**config.mk**
```make
export PLATFORM = sky130hd
export DESIGN_NAME = icache
export DESIGN_NICKNAME = d
export VERILOG_FILES = /design/src/rtl/icache_pkg.sv /design/src/rtl/icache_array.sv /design/src/rtl/icache.sv
export SDC_FILE = /design/constraint.sdc
export NUM_CORES = 2
export LEC_CHECK = 0
export CORE_MARGIN = 2
export CORE_UTILIZATION = 35
export DETAILED_ROUTE_END_ITERATION = 16
export PLACE_DENSITY = 0.49
export SLEW_MARGIN = 40
export SYNTH_ARGS = -nofsm -noshare
export SYNTH_HDL_FRONTEND = slang
export SYNTH_HIERARCHICAL = 1
export SYNTH_SLANG_ARGS = --single-unit
```
**constraint.sdc**
```tcl
create_clock -name clk -period 5.72 [get_ports clk]
set_input_delay 0.572 -clock clk [delete_from_list [all_inputs] [get_ports clk]]
set_output_delay 0.572 -clock clk [all_outputs]
set_load 0.02 [all_outputs]
```
**src/rtl/icache_pkg.sv**
```systemverilog
// Shared types and geometry helpers for the direct-mapped instruction cache.
package icache_pkg;

    typedef enum logic [1:0] {IDLE, REQ, WAIT} icache_state_t;

    localparam int ICACHE_SETS  = 16;
    localparam int ICACHE_WORDS = 4;

    function automatic int ob_f(input int words);
        return $clog2(words);
    endfunction

    function automatic int ib_f(input int sets);
        return $clog2(sets);
    endfunction

    function automatic int tagw_f(input int sets, input int words);
        return 32 - 2 - $clog2(sets) - $clog2(words);
    endfunction

    localparam int OB   = ob_f(ICACHE_WORDS);
    localparam int IB   = ib_f(ICACHE_SETS);
    localparam int TAGW = tagw_f(ICACHE_SETS, ICACHE_WORDS);

endpackage

```
**src/rtl/icache_array.sv**
```systemverilog
// Tag, valid and data storage: combinational read, one word write, tag/valid write, clear-all.
module icache_array
    import icache_pkg::*;
#(
    parameter  int SETS  = ICACHE_SETS,
    parameter  int WORDS = ICACHE_WORDS,
    localparam int AOB   = ob_f(WORDS),
    localparam int AIB   = ib_f(SETS),
    localparam int ATW   = tagw_f(SETS, WORDS)
) (
    input  logic            clk,
    input  logic            reset,
    input  logic [AIB-1:0]  rd_idx_i,
    input  logic [AOB-1:0]  rd_off_i,
    output logic [ATW-1:0]  rd_tag_o,
    output logic            rd_valid_o,
    output logic [31:0]     rd_word_o,
    input  logic            wr_en_i,
    input  logic [AIB-1:0]  wr_idx_i,
    input  logic [AOB-1:0]  wr_off_i,
    input  logic [31:0]     wr_data_i,
    input  logic            tv_en_i,
    input  logic [AIB-1:0]  tv_idx_i,
    input  logic [ATW-1:0]  tv_tag_i,
    input  logic            tv_valid_i,
    input  logic            clr_all_i
);

    logic [SETS-1:0] valid_q;
    logic [ATW-1:0]  tag_q  [SETS];
    logic [31:0]     data_q [SETS][WORDS];

    assign rd_tag_o   = tag_q[rd_idx_i];
    assign rd_valid_o = valid_q[rd_idx_i];
    assign rd_word_o  = data_q[rd_idx_i][rd_off_i];

    // Clear-all wins over a same-cycle per-line valid write.
    always_ff @(posedge clk or posedge reset) begin
        if (reset) begin
            valid_q <= '0;
        end else if (clr_all_i) begin
            valid_q <= '0;
        end else if (tv_en_i) begin
            valid_q[tv_idx_i] <= tv_valid_i;
        end
    end

    always_ff @(posedge clk) begin
        if (tv_en_i) begin
            tag_q[tv_idx_i] <= tv_tag_i;
        end
        if (wr_en_i) begin
            data_q[wr_idx_i][wr_off_i] <= wr_data_i;
        end
    end

endmodule

```
**src/rtl/icache.sv**
```systemverilog
// Direct-mapped read-only instruction cache: combinational hit path, word-serial line fill on miss.
module icache
    import icache_pkg::*;
#(
    parameter int SETS  = ICACHE_SETS,
    parameter int WORDS = ICACHE_WORDS
) (
    input  logic        clk,
    input  logic        reset,
    input  logic        pc_req,
    input  logic [31:0] pc_adr,
    output logic [31:0] instr,
    output logic        hit,
    output logic        stall,
    input  logic        flush,
    output logic        mem_instrreq,
    output logic [31:0] mem_instradr,
    input  logic        mem_abort,
    input  logic [31:0] mem_instr
);

    localparam int LOB  = ob_f(WORDS);
    localparam int LIB  = ib_f(SETS);
    localparam int LTW  = tagw_f(SETS, WORDS);
    localparam int LW   = LTW + LIB;

    icache_state_t  state_q, state_d;
    logic [LOB-1:0] cnt_q, cnt_d;
    logic [LW-1:0]  line_q, line_d;

    logic [LIB-1:0] pc_idx;
    logic [LOB-1:0] pc_off;
    logic [LTW-1:0] pc_tag;
    logic [LTW-1:0] rd_tag;
    logic           rd_valid;
    logic [31:0]    rd_word;
    logic           idle, miss;
    logic           wr_en, tv_en, tv_valid;
    logic [LIB-1:0] tv_idx;
    logic           unused_adr;

    assign unused_adr = ^pc_adr[1:0];
    assign pc_off     = pc_adr[2 +: LOB];
    assign pc_idx     = pc_adr[2+LOB +: LIB];
    assign pc_tag     = pc_adr[31 -: LTW];

    assign idle  = (state_q == IDLE);
    assign hit   = idle && pc_req && rd_valid && (rd_tag == pc_tag);
    assign miss  = idle && pc_req && !hit;
    assign instr = hit ? rd_word : 32'h0;
    assign stall = (pc_req && !hit) || !idle;

    // Address is a pure function of the latched line and counter, so it stays put from REQ to capture.
    assign mem_instrreq = (state_q == REQ);
    assign mem_instradr = {line_q, cnt_q, 2'b00};

    // The miss-time valid clear targets the fetch index; completion targets the latched line.
    assign tv_idx = idle ? pc_idx : line_q[LIB-1:0];

    icache_array #(.SETS(SETS), .WORDS(WORDS)) u_array (
        .clk        (clk),
        .reset      (reset),
        .rd_idx_i   (pc_idx),
        .rd_off_i   (pc_off),
        .rd_tag_o   (rd_tag),
        .rd_valid_o (rd_valid),
        .rd_word_o  (rd_word),
        .wr_en_i    (wr_en),
        .wr_idx_i   (line_q[LIB-1:0]),
        .wr_off_i   (cnt_q),
        .wr_data_i  (mem_instr),
        .tv_en_i    (tv_en),
        .tv_idx_i   (tv_idx),
        .tv_tag_i   (line_q[LW-1 -: LTW]),
        .tv_valid_i (tv_valid),
        .clr_all_i  (flush)
    );

    always_ff @(posedge clk or posedge reset) begin
        if (reset) begin
            state_q <= IDLE;
            cnt_q   <= '0;
            line_q  <= '0;
        end else begin
            state_q <= state_d;
            cnt_q   <= cnt_d;
            line_q  <= line_d;
        end
    end

    always_comb begin
        state_d  = state_q;
        cnt_d    = cnt_q;
        line_d   = line_q;
        wr_en    = 1'b0;
        tv_en    = 1'b0;
        tv_valid = 1'b0;
        case (state_q)
            IDLE: begin
                if (miss) begin
                    line_d  = pc_adr[31 -: LW];
                    cnt_d   = '0;
                    tv_en   = 1'b1;
                    state_d = REQ;
                end
            end
            REQ: state_d = WAIT;
            WAIT: begin
                if (!mem_abort) begin
                    wr_en = 1'b1;
                    if (cnt_q == LOB'(WORDS - 1)) begin
                        tv_en    = 1'b1;
                        tv_valid = 1'b1;
                        state_d  = IDLE;
                    end else begin
                        cnt_d   = cnt_q + 1'b1;
                        state_d = REQ;
                    end
                end
            end
            default: state_d = IDLE;
        endcase
        // Flush drops any fill in flight, including one completing this cycle.
        if (flush) begin
            state_d = IDLE;
            wr_en   = 1'b0;
            tv_en   = 1'b0;
        end
    end

endmodule

```
* Word-level counts from Yosys, hierarchy flattened
Memories as Yosys holds them, arrays and structs flattened.
Cells that the tools add are included.
** Word-level totals
- Memories :: 2
- Register bits :: 48
- Logic and storage cells :: 76
- Memory bits (writable) :: 2432
- Bits of input ports :: 69
- Output and inout port bits :: 67
** Cells by class
- Add/sub/neg operators :: 1
- Multiplexer cells :: 36
- Reduce and logical (&&, ||, !) cells :: 16
- Order comparisons :: 6
- Bitwise gates (word level) :: 2
- Eq/ne operators :: 9
** Memory list
- u_array.data_q :: words 16, bits a word 128, rd ports 1, clocked after Yosys merged registers in 0, wr ports 1, line icache_array.sv:31 : logic [31:0] data_q [SETS][WORDS];
- u_array.tag_q :: words 16, bits a word 24, rd ports 1, clocked after Yosys merged registers in 0, wr ports 1, line icache_array.sv:30 : logic [ATW-1:0] tag_q [SETS];
** Operators by type and width (number)
- $mux W128 :: 1
- $mux W32 :: 4
- $bmux W32 S2 :: 1
- $demux W32 S2 :: 1
- $mux W16 :: 2
- $eq A24 B24 Y1 :: 1
- $bwmux W16 :: 1
- $mux W1 :: 14
- $mux W2 :: 6
- $lt A4 B5 Y1 const B :: 2
- $logic_and A1 B1 Y1 :: 7
- $ge A3 B3 Y1 const B :: 2
- $not A2 Y3 :: 2
- $pmux W2 S3 :: 1
- $bmux W1 S4 :: 1
- $demux W1 S4 :: 1
- $eq A2 B2 Y1 const B :: 2
- $ge A4 B1 Y1 const B :: 1
- $mux W4 :: 1
- $ne A2 B2 Y1 const B :: 2
- $pmux W2 S2 :: 1
- $reduce_and A2 Y1 :: 2
- $reduce_and A4 Y1 :: 1
- $reduce_bool A2 Y1 :: 2
- 10 further kinds :: 11

* Logic depth before layout (Yosys ltp)
- Depth in word-level cells :: 11
- Mapped depth :: 16

* By module
The synthesis kept the hierarchy.
** By module, submodules not included
- icache_array :: sequential area each 73430.4 um^2, instances 1, area an instance 93701.1 um^2, cells each 4110
- icache :: sequential area each 800.8 um^2, instances 1, area an instance 1970.6 um^2, cells each 176

* Worst setup path before layout
Ideal clock, no wire load.
- Path type :: input -> register
- From :: in pc_adr[5]
- To :: reg u_array.valid_q[1]
- Stages on the path :: 15
- Arrival :: 5.644 ns
- Setup slack :: -0.056 ns
- Required time :: 5.588 ns
- Path through :: buf_2 -> buf_4 -> buf_2 -> clkbuf_1 -> mux4_2 -> mux4_2 -> xor2_1 -> and4bb_1 -> and4_4 -> a311oi_1 -> o21a_1 -> nand2_1 -> nor3b_1 -> mux2i_1 -> nor2_1
** Between the ends
- Elaborated cells on any way between the ends :: 21
** RTL lines
- from (decl) :: line icache.sv:11 : input logic [31:0] pc_adr,
- $mem_v2 Z16 W24
- net rd_tag[3] :: line icache.sv:34 : logic [LTW-1:0] rd_tag;
- $eq A24 B24 Y1 :: line icache.sv:48 : assign hit = idle && pc_req && rd_valid && (rd_tag == pc_tag);
- $logic_and A1 B1 Y1 :: line icache.sv:48
- $logic_not A1 Y1 :: line icache.sv:49 : assign miss = idle && pc_req && !hit;
- $logic_and A1 B1 Y1 :: line icache.sv:49
- $mux W1 :: line icache.sv:100 : if (miss) begin
- $pmux W1 S2 :: line icache.sv:98 : case (state_q)
- $mux W1 :: line icache.sv:124 : if (flush) begin
- net tv_en :: line icache.sv:38 : logic wr_en, tv_en, tv_valid;
- $reduce_bool A2 Y1 (no source line)
- to (signal, indexed assignment) :: line icache_array.sv:44 : valid_q[tv_idx_i] <= tv_valid_i;
- to (decl) :: line icache_array.sv:29 : logic [SETS-1:0] valid_q;
The timed path passes the listed nets, and every way through them passes these cells. The select of a mux whose other input is x is not followed.
A chain may end at the register's enable or synchronous reset.

* Worst setup path in the final report
- From :: in pc_adr[5]
- To :: out instr[0]
** Between the ends
- Elaborated cells on any way between the ends :: 11
** RTL lines
- $mem_v2 Z16 W24
- net rd_tag[8] :: line icache.sv:34
- $eq A24 B24 Y1 :: line icache.sv:48
- $logic_and A1 B1 Y1 :: line icache.sv:48
- $mux W32 :: line icache.sv:50 : assign instr = hit ? rd_word : 32'h0;
- to (decl) :: line icache.sv:12 : output logic [31:0] instr,
The timed path passes the listed nets, and every way through them passes these cells. The select of a mux whose other input is x is not followed.

==> impl_metrics.toml <==
[timing]
finalWorstSetupSlack_ps = 588
worstMarginPinSlew_ps = 905
rsz0062_at_grt = "false"
clock_skew_ps = 55.6
max_freq_ghz = 0.195
finalSetupViolCount = 0
min_period_ps = 5130
slew_headroom = 0.396
min_period_over_period = 0.897
hold_viol = 0
slew_violations = 0

[placement]
gp_congestion = 0.772
portBuffers = 131
placed_cell_area_um2 = 103000
pre_cts_ws_ps = 471
dp_hpwl_mm = 146

[synth]
syn-cell-area_um2 = 95700
netlist_top_cells_count = "edfxtp_1 (2432), mux4_2 (557), mux2i_1 (165), nor2_1 (129), mux2_2 (94)"
netlist.area_leader.share = 0.763
synth_cell_type_count = 64
synthTopCellsByArea = "edfxtp_1 (76%), mux4_2 (13%), mux2i_1 (1.7%)"
synth-compound-area-share = 0.0289
synthCells = 4286
synthMuxAreaShare = 0.160
yosysTopAreaCell = "edfxtp_1"
synth_edf_count = 2432
yosysWarnings = 6
synthAdderAreaFrac = 0.000131
synthArstFlopShare = 0.0194
synth_most_common_cell = "edfxtp_1"
synth_xor_area_frac = 0.00229
synth_flop_cell = "edfxtp_1"
synth_top_family_by_area = "multiplexers"
yosys.area_share.simple = 0.0182
ys_seq_elements = 2480
seq_area_frac_synth = 0.776
avgSynthCellArea_um2 = 22.3

[job]
maxCapViolCount = 0

[floorplanning]
io_pins = 136
rows = 191
die_h_um = 527
die-area_um2 = 278000
core-area_um2 = 271000
start_util = 0.353
die_w_um = 527

[global_routing]
grt_pass1_wl_mm = 368
grtUsageTotal = 0.186
antenna_found_initial = 16
grt_pass1_vias = 47800
grt_overflow = 0
grt_max_degree = 89

[pwr]
power-per-cell-area_nw_per_um2 = 350
pwr-share-seq = 0.521
pwr-share-comb = 0.053
ir_drop_mv = 0.228
finalPower_w = 0.0391
clkPwrFrac = 0.426
switching_share = 0.216
intPower_w = 0.0306
leakage_nw = 35.0
switchingPower_w = 0.00846

[clock_network]
clock_path_buffers = 4
clock_sinks = 2480
clkTransAtPathRegs_ps = 60
cts_tree = "yes"
cts-resized-gates = 0
postCtsSetupBuffers = 0
cts_hold_buf = 1
cts_buffers = 273
root_buffer = "clkbuf_16"
h-tree-depth = 5
worstSkewPairLatency_ps = 850

[detailed_routing]
routed_via_density = 5.42
drtPass1Iterations = 5
wl_per_cell_um = 30.8
vias = 46100
drc_errors = 0
first_iter_violations = 4625
postRouteAntennaNets = 0
wl_mm = 262

[setup_path]
worst-path-max-fanout = 73
start_kind = "input port"
crit_path_end_kind = "primary output"
worstPathRequired_ps = 5150
critical_path_class = "input port to primary output"
cp.arrival_ps = 4560

[layout]
area_growth_pct = 16.8
drive_above_1_share = 0.291
finalInstanceArea_um2 = 112000
nNetsFinal = 4795

[worst_hold_path]
worstHoldPathType = "input port to async pin"

[run_status]
status = "completed"
## cells in the final DEF, fill, tap and decap left out, types with 6 or more instances in the layout
| cell | synthesis | final |
|---|---|---|
| nor3b_1 | 10 | 8 |
| o31ai_1 | 6 | 6 |
| buf_2 | 58 | 17 |
| o21ai_1 | 6 | 6 |
| clkbuf_1 | 72 | 66 |
| o22ai_1 | 55 | 55 |
| nor3_1 | 17 | 16 |
| mux2i_1 | 165 | 165 |
| a21oi_1 | 75 | 75 |
| bufinv_16 | 0 | 13 |
| buf_4 | 48 | 239 |
| clkbuf_16 | 0 | 282 |
| nor2_1 | 129 | 50 |
| xor2_1 | 21 | 21 |
| clkinv_1 | 0 | 58 |
| nor2b_1 | 27 | 23 |
| mux4_2 | 557 | 557 |
| mux2_2 | 94 | 94 |
| dfrtp_1 | 48 | 48 |
| o221ai_1 | 30 | 30 |
| buf_12 | 1 | 63 |
| a221oi_1 | 65 | 65 |
| a22oi_1 | 12 | 12 |
| and2_1 | 40 | 39 |
| nor2_4 | 0 | 78 |
| diode_2 | 0 | 9 |
| o221a_1 | 6 | 6 |
| a311oi_1 | 19 | 14 |
| nand3b_1 | 8 | 8 |
| clkdlybuf4s50_1 | 0 | 76 |
| inv_6 | 0 | 7 |
| clkinv_2 | 0 | 33 |
| nand2_1 | 47 | 47 |
| a211oi_1 | 26 | 22 |
| edfxtp_1 | 2432 | 2432 |
| nor4_1 | 11 | 11 |
| a22o_1 | 43 | 43 |
| nand3_1 | 13 | 12 |
| o21ai_0 | 24 | 24 |
| nand2b_1 | 12 | 11 |
## final cells by class
class / count / area, um^2
Fill cell: 23700 / 160000
Sequential cell: 2480 / 74200
Multi-Input combinational cell: 1567 / 20700
Clock buffer: 352 / 7360
Tap cell: 3570 / 4470
Timing Repair Buffer: 400 / 3970
Clock inverter: 120 / 953
Antenna cell: 9 / 22.5
Inverter: 3 / 11.3
## power groups by stage
stage	sequential [W]	combinational, W	clock (W)
4_1_cts	0.0203	0.00213	0.0171
3_5_place_dp	0.0207	0.00212	0
2_1_floorplan	0.0207	0.00107	0
6_report	0.0203	0.00208	0.0166
3_3_place_gp	0.0207	0.00210	0
5_1_grt	0.0204	0.00221	0.0178
## cell families (layout without fill, tap and decap cells)
group,after synthesis,in the layout
AOI/OAI and AO/OA,380,380
xor gates and xnor gates,25,25
adders and majority gates,1,1
buffers and inverters,240,875
DFF,2480,2480
muxes,818,818
other,1,11
and+or+nand+nor,341,341
## worst paths after layout
check / startpoint / endpoint / slack (ps) / cells past startpoint
hold reg to reg: u_array/valid_q[0]$_DFFE_PP0P_ / u_array/valid_q[0]$_DFFE_PP0P_ / 550 / 2
hold / removal: reset / line_q[20]$_DFFE_PP0P_ / 170 / 2
max in group asynchronous: reset / line_q[2]$_DFFE_PP0P_ / 4780 / 3
setup / recovery: pc_adr[5] / instr[0] / 590 / 11
setup reg to reg: u_array/tag_q[12][3]$_DFFE_PP_ / u_array/valid_q[12]$_DFFE_PP0P_ / 1510 / 12
min in group clk: flush / u_array/valid_q[1]$_DFFE_PP0P_ / 190 / 2
## worst max-delay path, cell delays in order
cell             delay (ps)
buf_8                   610
buf_4                   290
mux4_2                  290
mux4_2                  480
xor2_1                  210
nor4_1                  350
nand2_1                 150
nor4_4                  350
buf_12                  240
and2_1                  270
clkdlybuf4s50_1         650
## routing by layer
metal  global-route usage  routed length (um)
met1                0.259              113000
met5                    0                  31
met4               0.0529                6900
met2                0.305              127000
met3               0.0277               14400
## per-stage QoR
| step | instances | hold slack, ps | TNS (ps) | utilization |
|---|---|---|---|---|
| floorplan | 4287 | 481 | 0 | - |
| global placement | 8017 | 502 | -43.7 | 0.381 |
| detailed placement | 8019 | 513 | 0 | 0.381 |
| CTS | 8492 | 116 | 0 | 0.412 |
| global route | 8497 | 161 | 0 | 0.412 |
| finish | 8501 | 173 | 0 | 0.412 |
## sequential cells by signal, summed over array words and instances, names as in the netlist
register,count
u_array/data_q,2048
state_q,2
line_q,28
u_array/tag_q,384
u_array/valid_q,16
cnt_q,2
Power figures use the tool's default switching activity.
